**config.mk**
```make
export PLATFORM = sky130hd
export DESIGN_NAME = fpu_ss_fpr_wb_arbiter_flat
export DESIGN_NICKNAME = d
export VERILOG_FILES = /design/src/rtl/fpu_ss_fpr_wb_arbiter_if.sv /design/src/rtl/fpu_ss_fpr_wb_arbiter.sv /design/src/flat_wrapper.sv
export SDC_FILE = /design/constraint.sdc
export NUM_CORES = 1
export LEC_CHECK = 0
export CORE_AREA = 2 2 59 117
export CTS_BUF_LIST = sky130_fd_sc_hd__clkbuf_2 sky130_fd_sc_hd__clkbuf_4 sky130_fd_sc_hd__clkbuf_8
export DETAILED_ROUTE_END_ITERATION = 16
export DIE_AREA = 0 0 61 119
export PLACE_DENSITY = 0.92
export SYNTH_ARGS = -nofsm -noshare
export SYNTH_HDL_FRONTEND = slang
export SYNTH_SLANG_ARGS = --single-unit
```
**constraint.sdc**
```tcl
create_clock -name clk_i -period 3.15 [get_ports clk_i]
set_clock_uncertainty 0.05 [all_clocks]
set_input_delay 0.4725 -clock clk_i [delete_from_list [all_inputs] [get_ports clk_i]]
set_output_delay 0.4725 -clock clk_i [all_outputs]
set_load 0.1 [all_outputs]
```
**src/rtl/fpu_ss_fpr_wb_arbiter_if.sv**
```systemverilog
// Write-request bundle between the mem/fpu/vec result sources and the FP register-file write arbiter.
// The vec_* signals exist only when FPU_SS_VEC_WB_EN is defined.
interface fpu_ss_fpr_wb_arbiter_if #(
  parameter int unsigned FLEN = 32
);
  logic            mem_valid_i;
  logic            mem_ready_o;
  logic [4:0]      mem_addr_i;
  logic [FLEN-1:0] mem_data_i;

  logic            fpu_valid_i;
  logic            fpu_ready_o;
  logic [4:0]      fpu_addr_i;
  logic [FLEN-1:0] fpu_data_i;

`ifdef FPU_SS_VEC_WB_EN
  logic            vec_valid_i;
  logic            vec_ready_o;
  logic [4:0]      vec_addr_i;
  logic [FLEN-1:0] vec_data_i;
`endif

  logic            fpr_we_o;
  logic [4:0]      fpr_waddr_o;
  logic [FLEN-1:0] fpr_wdata_o;
  logic            sb_clr_o;
  logic [4:0]      sb_clr_addr_o;
  logic [1:0]      grant_src_o;

`ifdef FPU_SS_VEC_WB_EN
  modport slave (
    input  mem_valid_i, mem_addr_i, mem_data_i,
    input  fpu_valid_i, fpu_addr_i, fpu_data_i,
    input  vec_valid_i, vec_addr_i, vec_data_i,
    output mem_ready_o, fpu_ready_o, vec_ready_o,
    output fpr_we_o, fpr_waddr_o, fpr_wdata_o, sb_clr_o, sb_clr_addr_o, grant_src_o
  );
  modport master (
    output mem_valid_i, mem_addr_i, mem_data_i,
    output fpu_valid_i, fpu_addr_i, fpu_data_i,
    output vec_valid_i, vec_addr_i, vec_data_i,
    input  mem_ready_o, fpu_ready_o, vec_ready_o,
    input  fpr_we_o, fpr_waddr_o, fpr_wdata_o, sb_clr_o, sb_clr_addr_o, grant_src_o
  );
`else
  modport slave (
    input  mem_valid_i, mem_addr_i, mem_data_i,
    input  fpu_valid_i, fpu_addr_i, fpu_data_i,
    output mem_ready_o, fpu_ready_o,
    output fpr_we_o, fpr_waddr_o, fpr_wdata_o, sb_clr_o, sb_clr_addr_o, grant_src_o
  );
  modport master (
    output mem_valid_i, mem_addr_i, mem_data_i,
    output fpu_valid_i, fpu_addr_i, fpu_data_i,
    input  mem_ready_o, fpu_ready_o,
    input  fpr_we_o, fpr_waddr_o, fpr_wdata_o, sb_clr_o, sb_clr_addr_o, grant_src_o
  );
`endif
endinterface

```
**src/rtl/fpu_ss_fpr_wb_arbiter.sv**
```systemverilog
// FP register-file write-back arbiter: fixed priority mem > fpu (> vec) with starvation promotion.
// Define FPU_SS_VEC_WB_EN to add the vector-unit source and three-way arbitration.
module fpu_ss_fpr_wb_arbiter #(
  parameter int unsigned FLEN         = 32,
  parameter int unsigned STARVE_LIMIT = 4
) (
  input  logic                          clk_i,
  input  logic                          rst_i,
  fpu_ss_fpr_wb_arbiter_if.slave        bus
);
`ifdef FPU_SS_VEC_WB_EN
  localparam int NSRC = 3;
`else
  localparam int NSRC = 2;
`endif
  localparam logic [3:0] LIMIT = 4'(STARVE_LIMIT);

  logic [NSRC-1:0] w_valid;
  logic [NSRC-1:0] w_prom;
  logic [NSRC-1:0] w_gnt;
  logic [4:0]      w_addr [NSRC];
  logic [FLEN-1:0] w_data [NSRC];
  logic [3:0]      r_starve [NSRC];

  logic            w_any;
  logic [1:0]      w_sel_src;
  logic [4:0]      w_sel_addr;
  logic [FLEN-1:0] w_sel_data;

  logic            r_we;
  logic [4:0]      r_waddr;
  logic [FLEN-1:0] r_wdata;
  logic [1:0]      r_src;

  // Index order doubles as fixed priority: 0 mem, 1 fpu, 2 vec.
  always_comb begin
    w_valid[0] = bus.mem_valid_i;
    w_addr[0]  = bus.mem_addr_i;
    w_data[0]  = bus.mem_data_i;
    w_valid[1] = bus.fpu_valid_i;
    w_addr[1]  = bus.fpu_addr_i;
    w_data[1]  = bus.fpu_data_i;
`ifdef FPU_SS_VEC_WB_EN
    w_valid[2] = bus.vec_valid_i;
    w_addr[2]  = bus.vec_addr_i;
    w_data[2]  = bus.vec_data_i;
`endif
  end

  always_comb begin
    for (int i = 0; i < NSRC; i++) begin
      w_prom[i] = w_valid[i] && (r_starve[i] == LIMIT);
    end
  end

  // Promoted requesters outrank everyone else; within a class, lowest index wins.
  always_comb begin
    logic found;
    found      = 1'b0;
    w_gnt      = '0;
    w_sel_src  = 2'd0;
    w_sel_addr = '0;
    w_sel_data = '0;
    for (int i = 0; i < NSRC; i++) begin
      if (!found && !rst_i && ((|w_prom) ? w_prom[i] : w_valid[i])) begin
        found      = 1'b1;
        w_gnt[i]   = 1'b1;
        w_sel_src  = 2'(i);
        w_sel_addr = w_addr[i];
        w_sel_data = w_data[i];
      end
    end
    w_any = found;
  end

  assign bus.mem_ready_o = w_gnt[0];
  assign bus.fpu_ready_o = w_gnt[1];
`ifdef FPU_SS_VEC_WB_EN
  assign bus.vec_ready_o = w_gnt[2];
`endif

  always_ff @(posedge clk_i) begin
    for (int i = 0; i < NSRC; i++) begin
      if (rst_i || !w_valid[i] || w_gnt[i]) begin
        r_starve[i] <= 4'd0;
      end else if (r_starve[i] != LIMIT) begin
        r_starve[i] <= r_starve[i] + 4'd1;
      end
    end
  end

  // Write port: address/data only move on a handshake so they hold across idle cycles.
  always_ff @(posedge clk_i) begin
    if (rst_i) begin
      r_we    <= 1'b0;
      r_waddr <= '0;
      r_wdata <= '0;
      r_src   <= 2'd0;
    end else begin
      r_we  <= w_any;
      r_src <= w_any ? w_sel_src : 2'd0;
      if (w_any) begin
        r_waddr <= w_sel_addr;
        r_wdata <= w_sel_data;
      end
    end
  end

  assign bus.fpr_we_o      = r_we;
  assign bus.fpr_waddr_o   = r_waddr;
  assign bus.fpr_wdata_o   = r_wdata;
  assign bus.sb_clr_o      = r_we;
  assign bus.sb_clr_addr_o = r_waddr;
  assign bus.grant_src_o   = r_src;
endmodule
```
**src/flat_wrapper.sv**
```systemverilog
// flat-port wrapper written by rule: the top's interface ports become plain ports
module fpu_ss_fpr_wb_arbiter_flat 
#(
  parameter int unsigned FLEN         = 32,
  parameter int unsigned STARVE_LIMIT = 4
)
  (clk_i, rst_i, bus_mem_valid_i, bus_mem_addr_i, bus_mem_data_i, bus_fpu_valid_i, bus_fpu_addr_i, bus_fpu_data_i, bus_mem_ready_o, bus_fpu_ready_o, bus_fpr_we_o, bus_fpr_waddr_o, bus_fpr_wdata_o, bus_sb_clr_o, bus_sb_clr_addr_o, bus_grant_src_o);
  fpu_ss_fpr_wb_arbiter_if #(.FLEN(FLEN)) bus_i ();
  input  logic clk_i;
  input  logic rst_i;
  input wire logic [$bits(bus_i.mem_valid_i)-1:0] bus_mem_valid_i;
  input wire logic [$bits(bus_i.mem_addr_i)-1:0] bus_mem_addr_i;
  input wire logic [$bits(bus_i.mem_data_i)-1:0] bus_mem_data_i;
  input wire logic [$bits(bus_i.fpu_valid_i)-1:0] bus_fpu_valid_i;
  input wire logic [$bits(bus_i.fpu_addr_i)-1:0] bus_fpu_addr_i;
  input wire logic [$bits(bus_i.fpu_data_i)-1:0] bus_fpu_data_i;
  output wire logic [$bits(bus_i.mem_ready_o)-1:0] bus_mem_ready_o;
  output wire logic [$bits(bus_i.fpu_ready_o)-1:0] bus_fpu_ready_o;
  output wire logic [$bits(bus_i.fpr_we_o)-1:0] bus_fpr_we_o;
  output wire logic [$bits(bus_i.fpr_waddr_o)-1:0] bus_fpr_waddr_o;
  output wire logic [$bits(bus_i.fpr_wdata_o)-1:0] bus_fpr_wdata_o;
  output wire logic [$bits(bus_i.sb_clr_o)-1:0] bus_sb_clr_o;
  output wire logic [$bits(bus_i.sb_clr_addr_o)-1:0] bus_sb_clr_addr_o;
  output wire logic [$bits(bus_i.grant_src_o)-1:0] bus_grant_src_o;
  assign bus_i.mem_valid_i = bus_mem_valid_i;
  assign bus_i.mem_addr_i = bus_mem_addr_i;
  assign bus_i.mem_data_i = bus_mem_data_i;
  assign bus_i.fpu_valid_i = bus_fpu_valid_i;
  assign bus_i.fpu_addr_i = bus_fpu_addr_i;
  assign bus_i.fpu_data_i = bus_fpu_data_i;
  assign bus_mem_ready_o = bus_i.mem_ready_o;
  assign bus_fpu_ready_o = bus_i.fpu_ready_o;
  assign bus_fpr_we_o = bus_i.fpr_we_o;
  assign bus_fpr_waddr_o = bus_i.fpr_waddr_o;
  assign bus_fpr_wdata_o = bus_i.fpr_wdata_o;
  assign bus_sb_clr_o = bus_i.sb_clr_o;
  assign bus_sb_clr_addr_o = bus_i.sb_clr_addr_o;
  assign bus_grant_src_o = bus_i.grant_src_o;
  fpu_ss_fpr_wb_arbiter #(.FLEN(FLEN), .STARVE_LIMIT(STARVE_LIMIT)) u_core (.clk_i(clk_i), .rst_i(rst_i), .bus(bus_i));
endmodule
```
== Word-level counts from Yosys, hierarchy flattened ==
Memory sizes are Yosys's and may differ from the RTL's.
Index checks and enable logic that the tools add are counted.

* Register bits after elaboration: 40
* Bits in writable memories: 8
* Input port bits: 78
* Output and inout bits: 48
* Logic and storage cells: 51
* Memories: 1

* $add $sub $neg: 2
* Equal/unequal tests: 4
* Mux-type cells: 22
* Bitwise operators: 3
* Reductions and logical operators: 15

{| class="wikitable"
|+ Memory list
! name !! words !! bits a word !! rd ports !! clocked after Yosys merged registers in !! wr ports !! line !! text
|-
| u_core.r_starve || 2 || 4 || 2 || 0 || 2 || fpu_ss_fpr_wb_arbiter.sv:23 || <nowiki>logic [3:0] r_starve [NSRC];</nowiki>
|}

{| class="wikitable"
|+ Operators by type and width
! operator !! number
|-
| $mux W32 || 2
|-
| $mux W1 || 16
|-
| $mux W5 || 2
|-
| $add A4 B1 Y4 const B || 2
|-
| $eq A4 B3 Y1 const B || 2
|-
| $mux W4 || 2
|-
| $ne A4 B3 Y1 const B || 2
|-
| $logic_and A1 B1 Y1 || 5
|-
| $logic_not A1 Y1 || 4
|-
| $logic_or A1 B1 Y1 || 4
|-
| $reduce_or A2 Y1 || 2
|-
| $or A1 B1 Y1 || 2
|-
| $not A1 Y1 || 1
|}

== Depth between registers and ports, before layout ==
Gate-level depths: netlist of the first run.
An unclocked memory read counts as a cell.

* Depth in word-level cells: 15
* Depth in mapped cells: 7
* Depth with buffers taken out: 5

== Worst setup path before layout of the first run ==
Ideal clock, no wire load.

* Path kind: register to output
* Start point: memory u_core.r_starve[0][0]
* End point: output port bus_mem_ready_o
* Data arrival time: 3.321 ns
* Required time: 2.627 ns
* Setup slack: -0.694 ns
* Cell stages (with the launch flop): 7
* Buffers on the path: 1
* Cell sequence: edfxtp_1 -> inv_1 -> ha_1 -> and3b_1 -> clkbuf_1 -> nor2_1 -> a21boi_0

{| class="wikitable"
|+ RTL lines
! item !! line !! text
|-
| start: declaration || fpu_ss_fpr_wb_arbiter.sv:23 ||
|-
| end: declaration || flat_wrapper.sv:17 || <nowiki>output wire logic [$bits(bus_i.mem_ready_o)-1:0] bus_mem_ready_o;</nowiki>
|}

==> summary.txt, run 1 <==
Status
  • Run status: finished clean

Die
  • Count of pins on the block boundary: 126
  • Die W: 61 um
  • Vertical die dimension: 119 um
  • Starting Density: 43.1%
  • Area of the die: 7260 sq um
  • Core region area: 6460 sq um
  • Row count: 42

Drt
  • DRT Wirelength: 8330 um
  • Detailed-routing iteration count for the pre-antenna-repair pass: 5
  • Number of DRC violations after detailed routing: 0
  • Antenna Violating Nets Remaining: 0
  • Via total after detailed routing: 2884
  • Drt initial violations: 179
  • Average wire length per cell after detail routing: 17.6 um
  • Via-per-instance ratio: 6.10

Clocking
  • Num Clock Sinks: 47
  • Clock Latency Late Sink: 0.30 ns
  • TritonCTS buffer count: 5
  • Buffers inserted during post-CTS setup optimization: 0
  • # hold bufs at CTS: 0
  • Number of levels in the clock H-tree: 2
  • Clk pin slew, worst setup/hold paths: 0.09 ns
  • TritonCTS clock tree: built
  • Clock tree root driver cell: sky130_fd_sc_hd__clkbuf_8
  • Clock Tree Buf Depth: 2
  • Resized cells post-CTS: 0

Place
  • Buffers on Ports: 124
  • Last weighted congestion value of the routability-driven placer: 0.773
  • HPWL after detailed placement: 5630 um

Hold path
  • Hold crit path type: in2reg
  • Instance count along the most critical hold path: 2
  • Hold Crit Start: rst_i

Worst setup path
  • CP Class: reg2out
  • CP delay by family, top: simple AND/OR/NAND/NOR gates
  • Slowest stage delay, CP: 0.42 ns
  • Endpoint required time on the critical path: 2.63 ns
  • Nature of the critical path endpoint: output port
  • Critical-path top delay cell: sky130_fd_sc_hd__edfxtp_1
  • Crit path launch type: flip-flop
  • CP Buf/Inv Count: 2
  • Worst reg2reg path depth: 6
  • Reg-to-reg critical path startpoint: u_core.r_starve[1][0]$_SDFFCE_PN0P_
  • Peak fanout along the critical path: 10
  • Cells along the critical path: inv_1 > ha_1 > nand3b_1 > nor2_1 > a21boi_1 > buf_12
  • Startpoint of the worst setup timing path: u_core.r_starve[1][0]$_SDFFCE_PN0P_
  • Total stage count of the critical path: 6
  • Data arrival time of the worst path: 1.92 ns

Synth
  • Mapped cell area: 2780 sq um
  • Number of standard cells after synthesis: 284
  • Distinct cell type count of the synthesized netlist: 30
  • Leading cell types by count after synthesis: sky130_fd_sc_hd__dfxtp_1, sky130_fd_sc_hd__a31oi_1, sky130_fd_sc_hd__o2111ai_1, sky130_fd_sc_hd__o211ai_1, sky130_fd_sc_hd__a22oi_1
  • Library cell with the highest instance count after synthesis: sky130_fd_sc_hd__dfxtp_1
  • Yosys warning count: 0
  • Count of flip-flops with a built-in enable after synthesis: 8
  • Sequential share of the synthesized area: 36.7%
  • Share of the synthesized area in the top cell type: 28.1%
  • Top_reg_cell synth: sky130_fd_sc_hd__dfxtp_1
  • Total of flip-flops plus latches after synthesis: 47
  • Biggest area consumer among synthesized cells: sky130_fd_sc_hd__dfxtp_1
  • Area contributors post-synth: sky130_fd_sc_hd__dfxtp_1, sky130_fd_sc_hd__o2111ai_1, sky130_fd_sc_hd__o211ai_1
  • Post-synth ARST share: 0%
  • Synthesized area per cell: 9.80 sq um

Timing
  • Hold violation total from the final report: 0
  • Worst slew pin tran: 0.624 ns
  • Finish-stage setup viols: 0
  • Share of the clock period used by the worst path after layout: 77.6%
  • Final Critical Period: 2.44 ns
  • Achievable clock frequency: 0.409 GHz
  • Number of pins exceeding their max-slew limit in the final report: 0
  • Setup repair after global routing missed its margin: false
  • Rel. slew slack: 58.3%
  • Total Neg Setup Slack: 0 ns

Cells and area
  • Diodes inserted: 0
  • Proportion of layout cells with a drive suffix above 1: 20.3%
  • Fillers: 587
  • Synthesis-to-finish area growth: 41.3%
  • Total Nets Final: 466

Job
  • Max Cap Viol: 0

GRT
  • GRT Resource Usage Total: 23.0%
  • Initial antenna violation count: 0
  • Total congestion overflow after global routing: 0
  • Via count of the first global-routing pass: 2710
  • Maximum number of pins on one net before global-route repair: 40
  • Global-route wire length before repair: 13000 um

Power
  • Total power draw: 0.00178 W
  • Power density cells: 454 nW/um^2
  • P_leak: 1.38 nW
  • Peak supply drop: 261 uV
worst paths after layout:
| path | end | slack (ns) |
|---|---|---|
| worst max register to register | u_core.r_starve[1][0]$_SDFFCE_PN0P_ | 1.16 |
| worst min-delay path | u_core.bus.fpr_wdata_o[29]$_SDFFE_PP0P_ | 0.45 |
| worst max-delay path | bus_mem_ready_o | 0.71 |
| worst min register to register | u_core.bus.fpr_wdata_o[0]$_SDFFE_PP0P_ | 0.55 |
kinds of logic after synthesis:
logic type	after synthesis	share of synthesized area, %
compound gates	152	41.7
xor+xnor	4	1.26
fa+ha+maj	4	1.80
buf+inv	53	13.5
flops	47	36.7
other cells	2	0.270
simple gates	22	4.72
state kept, by name, indices dropped and copies added (netlist names):
signal and count:
u_core.bus.fpr_we_o 1, u_core.bus.fpr_waddr_o 5, u_core.bus.grant_src_o 1, u_core.bus.fpr_wdata_o 32
u_core.r_starve 8
power breakdown:
group | switching [W] | internal (W)
logic | 0.000446 | 0.000198
registers | 0.0000246 | 0.000648
clock network | 0.000211 | 0.000257
total | 0.000682 | 0.00110
metal layers:
layer / share of wire (%) / GRT usage (%)
met5: 0 / 0
met4: 1.9 / 7.88
met3: 9.3 / 5.43
met2: 48 / 36.6
met1: 41 / 29.8
cell usage in the layout (no fill, tap or decap), drive strengths merged:
master,instances
edfxtp,8
o21bai,1
ha,4
o2111ai,37
o211ai,37
nand2,1
nor3b,1
nand3b,1
and3b,2
clkinv,1
a21oi,2
nand4b,2
clkbuf,6
nor2,9
clkdlybuf4s50,76
a21boi,1
buf,59
inv,8
nor2b,2
a22oi,37
conb,5
nand3,4
dfxtp,39
a31oi,37
bufinv,1
xnor2,2
xor2,2
stage by stage:
stage,std cells,hold WS [ns],instance area (sq um),setup WS [ns],util (%)
after floorplan,287,0.514,2800,0.0276,-
after global placement,465,0.519,3810,0.817,59.0
after detailed placement,465,0.531,3810,0.805,59.0
after CTS,473,0.445,3930,0.673,60.8
after global routing,473,0.468,3930,0.554,60.8
final,473,0.453,3930,0.705,60.8
area by class of cell:
| cell class | count | area, sq um | area share (%) |
|---|---|---|---|
| clock buffers | 6 | 82.6 | 2.10 |
| clock inverters | 2 | 35.0 | 0.891 |
| inverters | 8 | 30.0 | 0.764 |
| multi-input cells | 187 | 1430 | 36.3 |
| flip-flops and latches | 47 | 1020 | 26.0 |
| well taps | 88 | 110 | 2.80 |
| repair buffers | 135 | 1230 | 31.2 |
No activity file was read; power rests on OpenSTA's default activity.
==> inputs of run 2 (changes only) <==
--- a/config.mk
+++ b/config.mk
@@ -5,11 +5,11 @@
 export SDC_FILE = /design/constraint.sdc
 export NUM_CORES = 1
 export LEC_CHECK = 0
-export CORE_AREA = 2 2 59 117
+export CORE_AREA = 2 2 60 119
 export CTS_BUF_LIST = sky130_fd_sc_hd__clkbuf_2 sky130_fd_sc_hd__clkbuf_4 sky130_fd_sc_hd__clkbuf_8
 export DETAILED_ROUTE_END_ITERATION = 16
-export DIE_AREA = 0 0 61 119
-export PLACE_DENSITY = 0.92
+export DIE_AREA = 0 0 62 121
+export PLACE_DENSITY = 0.9
 export SYNTH_ARGS = -nofsm -noshare
 export SYNTH_HDL_FRONTEND = slang
 export SYNTH_SLANG_ARGS = --single-unit
==> constraint.sdc (replaced) <==
create_clock -name clk_i -period 2.55 [get_ports clk_i]
set_clock_uncertainty 0.05 [all_clocks]
set_input_delay 0.3825 -clock clk_i [delete_from_list [all_inputs] [get_ports clk_i]]
set_output_delay 0.3825 -clock clk_i [all_outputs]
set_load 0.1 [all_outputs]
==> run 2 against run 1 <==
Sequential power increased by 24%. Clock power increased by 4%. Non-clock buffer count increased by 3. Global-route usage increased by 1.8 points. Via count increased by 6.2%. Final area increased by 0.92%. First-iteration DRC count increased by 93%. Wire length increased by 13%. Hold slack got worse by 0.0045 ns. Power increased by 19%. Register-to-register slack got worse by 0.54 ns. Highest routed layer unchanged.
==> summary.txt, run 2 (synthesis results as in run 1) <==
Status
  • Run status: finished clean (unchanged)

Clocking
  • Clock tree root driver cell: sky130_fd_sc_hd__clkbuf_8 (unchanged)
  • TritonCTS buffer count: 5 (unchanged)
  • Clock Tree Buf Depth: 2 (unchanged)
  • Buffers inserted during post-CTS setup optimization: 0 (unchanged)
  • Clk pin slew, worst setup/hold paths: 0.09 ns (about the same)
  • Resized cells post-CTS: 0 (unchanged)
  • TritonCTS clock tree: built (unchanged)
  • Num Clock Sinks: 47 (unchanged)
  • Number of levels in the clock H-tree: 2 (unchanged)
  • Clock Latency Late Sink: 0.31 ns (was 0.30 ns)
  • # hold bufs at CTS: 0 (unchanged)

Worst setup path
  • Peak fanout along the critical path: 6 (was 10)
  • CP Class: reg2out (unchanged)
  • Endpoint required time on the critical path: 2.12 ns (was 2.63 ns)
  • Crit path launch type: flip-flop (unchanged)
  • Data arrival time of the worst path: 1.77 ns (was 1.92 ns)
  • Nature of the critical path endpoint: output port (unchanged)

Drt
  • Via total after detailed routing: 3063 (was 2884)
  • Detailed-routing iteration count for the pre-antenna-repair pass: 5 (unchanged)
  • DRT Wirelength: 9440 um (was 8330 um)
  • Via-per-instance ratio: 6.43 (was 6.10)
  • Antenna Violating Nets Remaining: 0 (unchanged)
  • Average wire length per cell after detail routing: 19.8 um (was 17.6 um)
  • Number of DRC violations after detailed routing: 0 (unchanged)
  • Drt initial violations: 345 (was 179)

Place
  • Standard cell area after detailed placement: 3870 sq um (was 3810 sq um)
  • DP Cell Count: 468 (was 465)
  • HPWL after detailed placement: 6250 um (was 5630 um)
  • Last weighted congestion value of the routability-driven placer: 0.844 (was 0.773)
  • Buffers on Ports: 124 (unchanged)

Cells and area
  • Proportion of layout cells with a drive suffix above 1: 21.1% (was 20.3%)
  • Total Nets Final: 469 (was 466)
  • Leading cell types in the layout, fill and taps excluded: sky130_fd_sc_hd__clkdlybuf4s50_1, sky130_fd_sc_hd__buf_4, sky130_fd_sc_hd__dfxtp_1 (unchanged)
  • Non-filler cells in the finished layout: 476 (was 473)
  • Commonest non-fill, non-tap cell in the layout: sky130_fd_sc_hd__clkdlybuf4s50_1 (unchanged)
  • Number of flip-flops under the largest register name: 32 (unchanged)
  • Fillers: 553 (was 587)
  • Diodes inserted: 0 (unchanged)
  • Synthesis-to-finish area growth: 42.6% (was 41.3%)
  • Design Area, Final: 3970 sq um (was 3930 sq um)

Timing
  • Final Critical Period: 2.20 ns
  • Hold violation total from the final report: 0 (unchanged)
  • Number of pins exceeding their max-slew limit in the final report: 0 (unchanged)
  • Rel. slew slack: 55.3% (was 58.3%)
  • Achievable clock frequency: 0.454 GHz
  • Hold WS: 0.449 ns (was 0.453 ns)
  • Finish-stage setup viols: 0 (unchanged)
  • Total Neg Setup Slack: 0 ns (unchanged)
  • Setup repair after global routing missed its margin: false (unchanged)
  • Worst slew pin tran: 0.670 ns (was 0.624 ns)
  • Share of the clock period used by the worst path after layout: 86.4%

Power
  • Total power draw: 0.00213 W (was 0.00178 W)
  • Power density cells: 537 nW/um^2 (was 454 nW/um^2)
  • P_leak: 1.39 nW (was 1.38 nW)
  • Peak supply drop: 262 uV (was 261 uV)

GRT
  • Initial antenna violation count: 0 (unchanged)
  • GRT Resource Usage Total: 24.8% (was 23.0%)
  • Via count of the first global-routing pass: 2809 (was 2710)
  • Maximum number of pins on one net before global-route repair: 40 (unchanged)
  • Global-route wire length before repair: 14000 um (was 13000 um)
  • Total congestion overflow after global routing: 0 (unchanged)

Die
  • Die W: 62 um (was 61 um)
  • Starting Density: 42.4% (was 43.1%)
  • Count of pins on the block boundary: 126 (unchanged)
  • Area of the die: 7500 sq um (was 7260 sq um)
  • Core region area: 6570 sq um (was 6460 sq um)
  • Row count: 42 (unchanged)
  • Vertical die dimension: 121 um (was 119 um)

Hold path
  • Hold crit path type: in2reg (unchanged)

Job
  • Max Cap Viol: 0 (unchanged)
## run 2: cell count changes in the layout (fill, tap and decap cells not counted)
cell                        delta
sky130_fd_sc_hd__buf_12        +2
sky130_fd_sc_hd__a21boi_1      -1
sky130_fd_sc_hd__a21boi_2      +1
sky130_fd_sc_hd__a21oi_2       -1
sky130_fd_sc_hd__a21oi_4       +1
sky130_fd_sc_hd__buf_4         +1
sky130_fd_sc_hd__bufinv_16     -1
sky130_fd_sc_hd__clkbuf_4      +1
## run 2: critical path, cell delays in order, from the launching register on
cell and delay (ns):
sky130_fd_sc_hd__edfxtp_1 0.41, sky130_fd_sc_hd__inv_1 0.06, sky130_fd_sc_hd__ha_1 0.20, sky130_fd_sc_hd__nand3b_1 0.29, sky130_fd_sc_hd__nor2_1 0.11, sky130_fd_sc_hd__a21boi_2 0.20, sky130_fd_sc_hd__buf_12 0.19
## run 2: layout make-up
cell class	count	area [sq um]	area share (%)
inverter	8	30.0	0.757
multi-input combinational	187	1440	36.2
timing repair buffer	138	1270	32.1
clock inverter	1	5.00	0.126
tap	88	110	2.78
clock buffer	7	90.1	2.27
sequential	47	1020	25.7
## run 2: per-layer routing
layer	share of wire, %	track usage, %	wire [um]	vias up
li1	-	-	-	1368
met1	35	28.6	3280	1441
met3	6.7	4.05	632	50
met4	6.0	15.8	570	0
met5	0	0	0	-
met2	53	40.0	4960	204
## run 2: path summary, 6_finish.rpt
| check | startpoint | slack, ns | cells past startpoint | endpoint |
|---|---|---|---|---|
| max | u_core.r_starve[1][0]$_SDFFCE_PN0P_ | 0.35 | 6 | bus_mem_ready_o |
| max reg2reg | u_core.r_starve[1][0]$_SDFFCE_PN0P_ | 0.62 | 6 | u_core.r_starve[1][0]$_SDFFCE_PN0P_ |
| min reg2reg | u_core.bus.fpr_wdata_o[4]$_SDFFE_PP0P_ | 0.54 | 2 | u_core.bus.fpr_wdata_o[4]$_SDFFE_PP0P_ |
| min | rst_i | 0.45 | 4 | u_core.bus.grant_src_o[0]$_SDFF_PP0_ |
## run 2: power by group
| group | total, W | internal, W | switching (W) |
|---|---|---|---|
| Clock | 0.000487 | 0.000230 | 0.000257 |
| Sequential | 0.000832 | 0.000800 | 0.0000317 |
| Combinational | 0.000812 | 0.000251 | 0.000561 |
## run 2: metrics by stage
step	setup slack [ns]	util, %
floorplan	0.0537	-
global placement	0.421	59.0
detailed placement	0.392	59.0
CTS	0.336	60.4
global route	0.249	60.4
finish	0.346	60.4
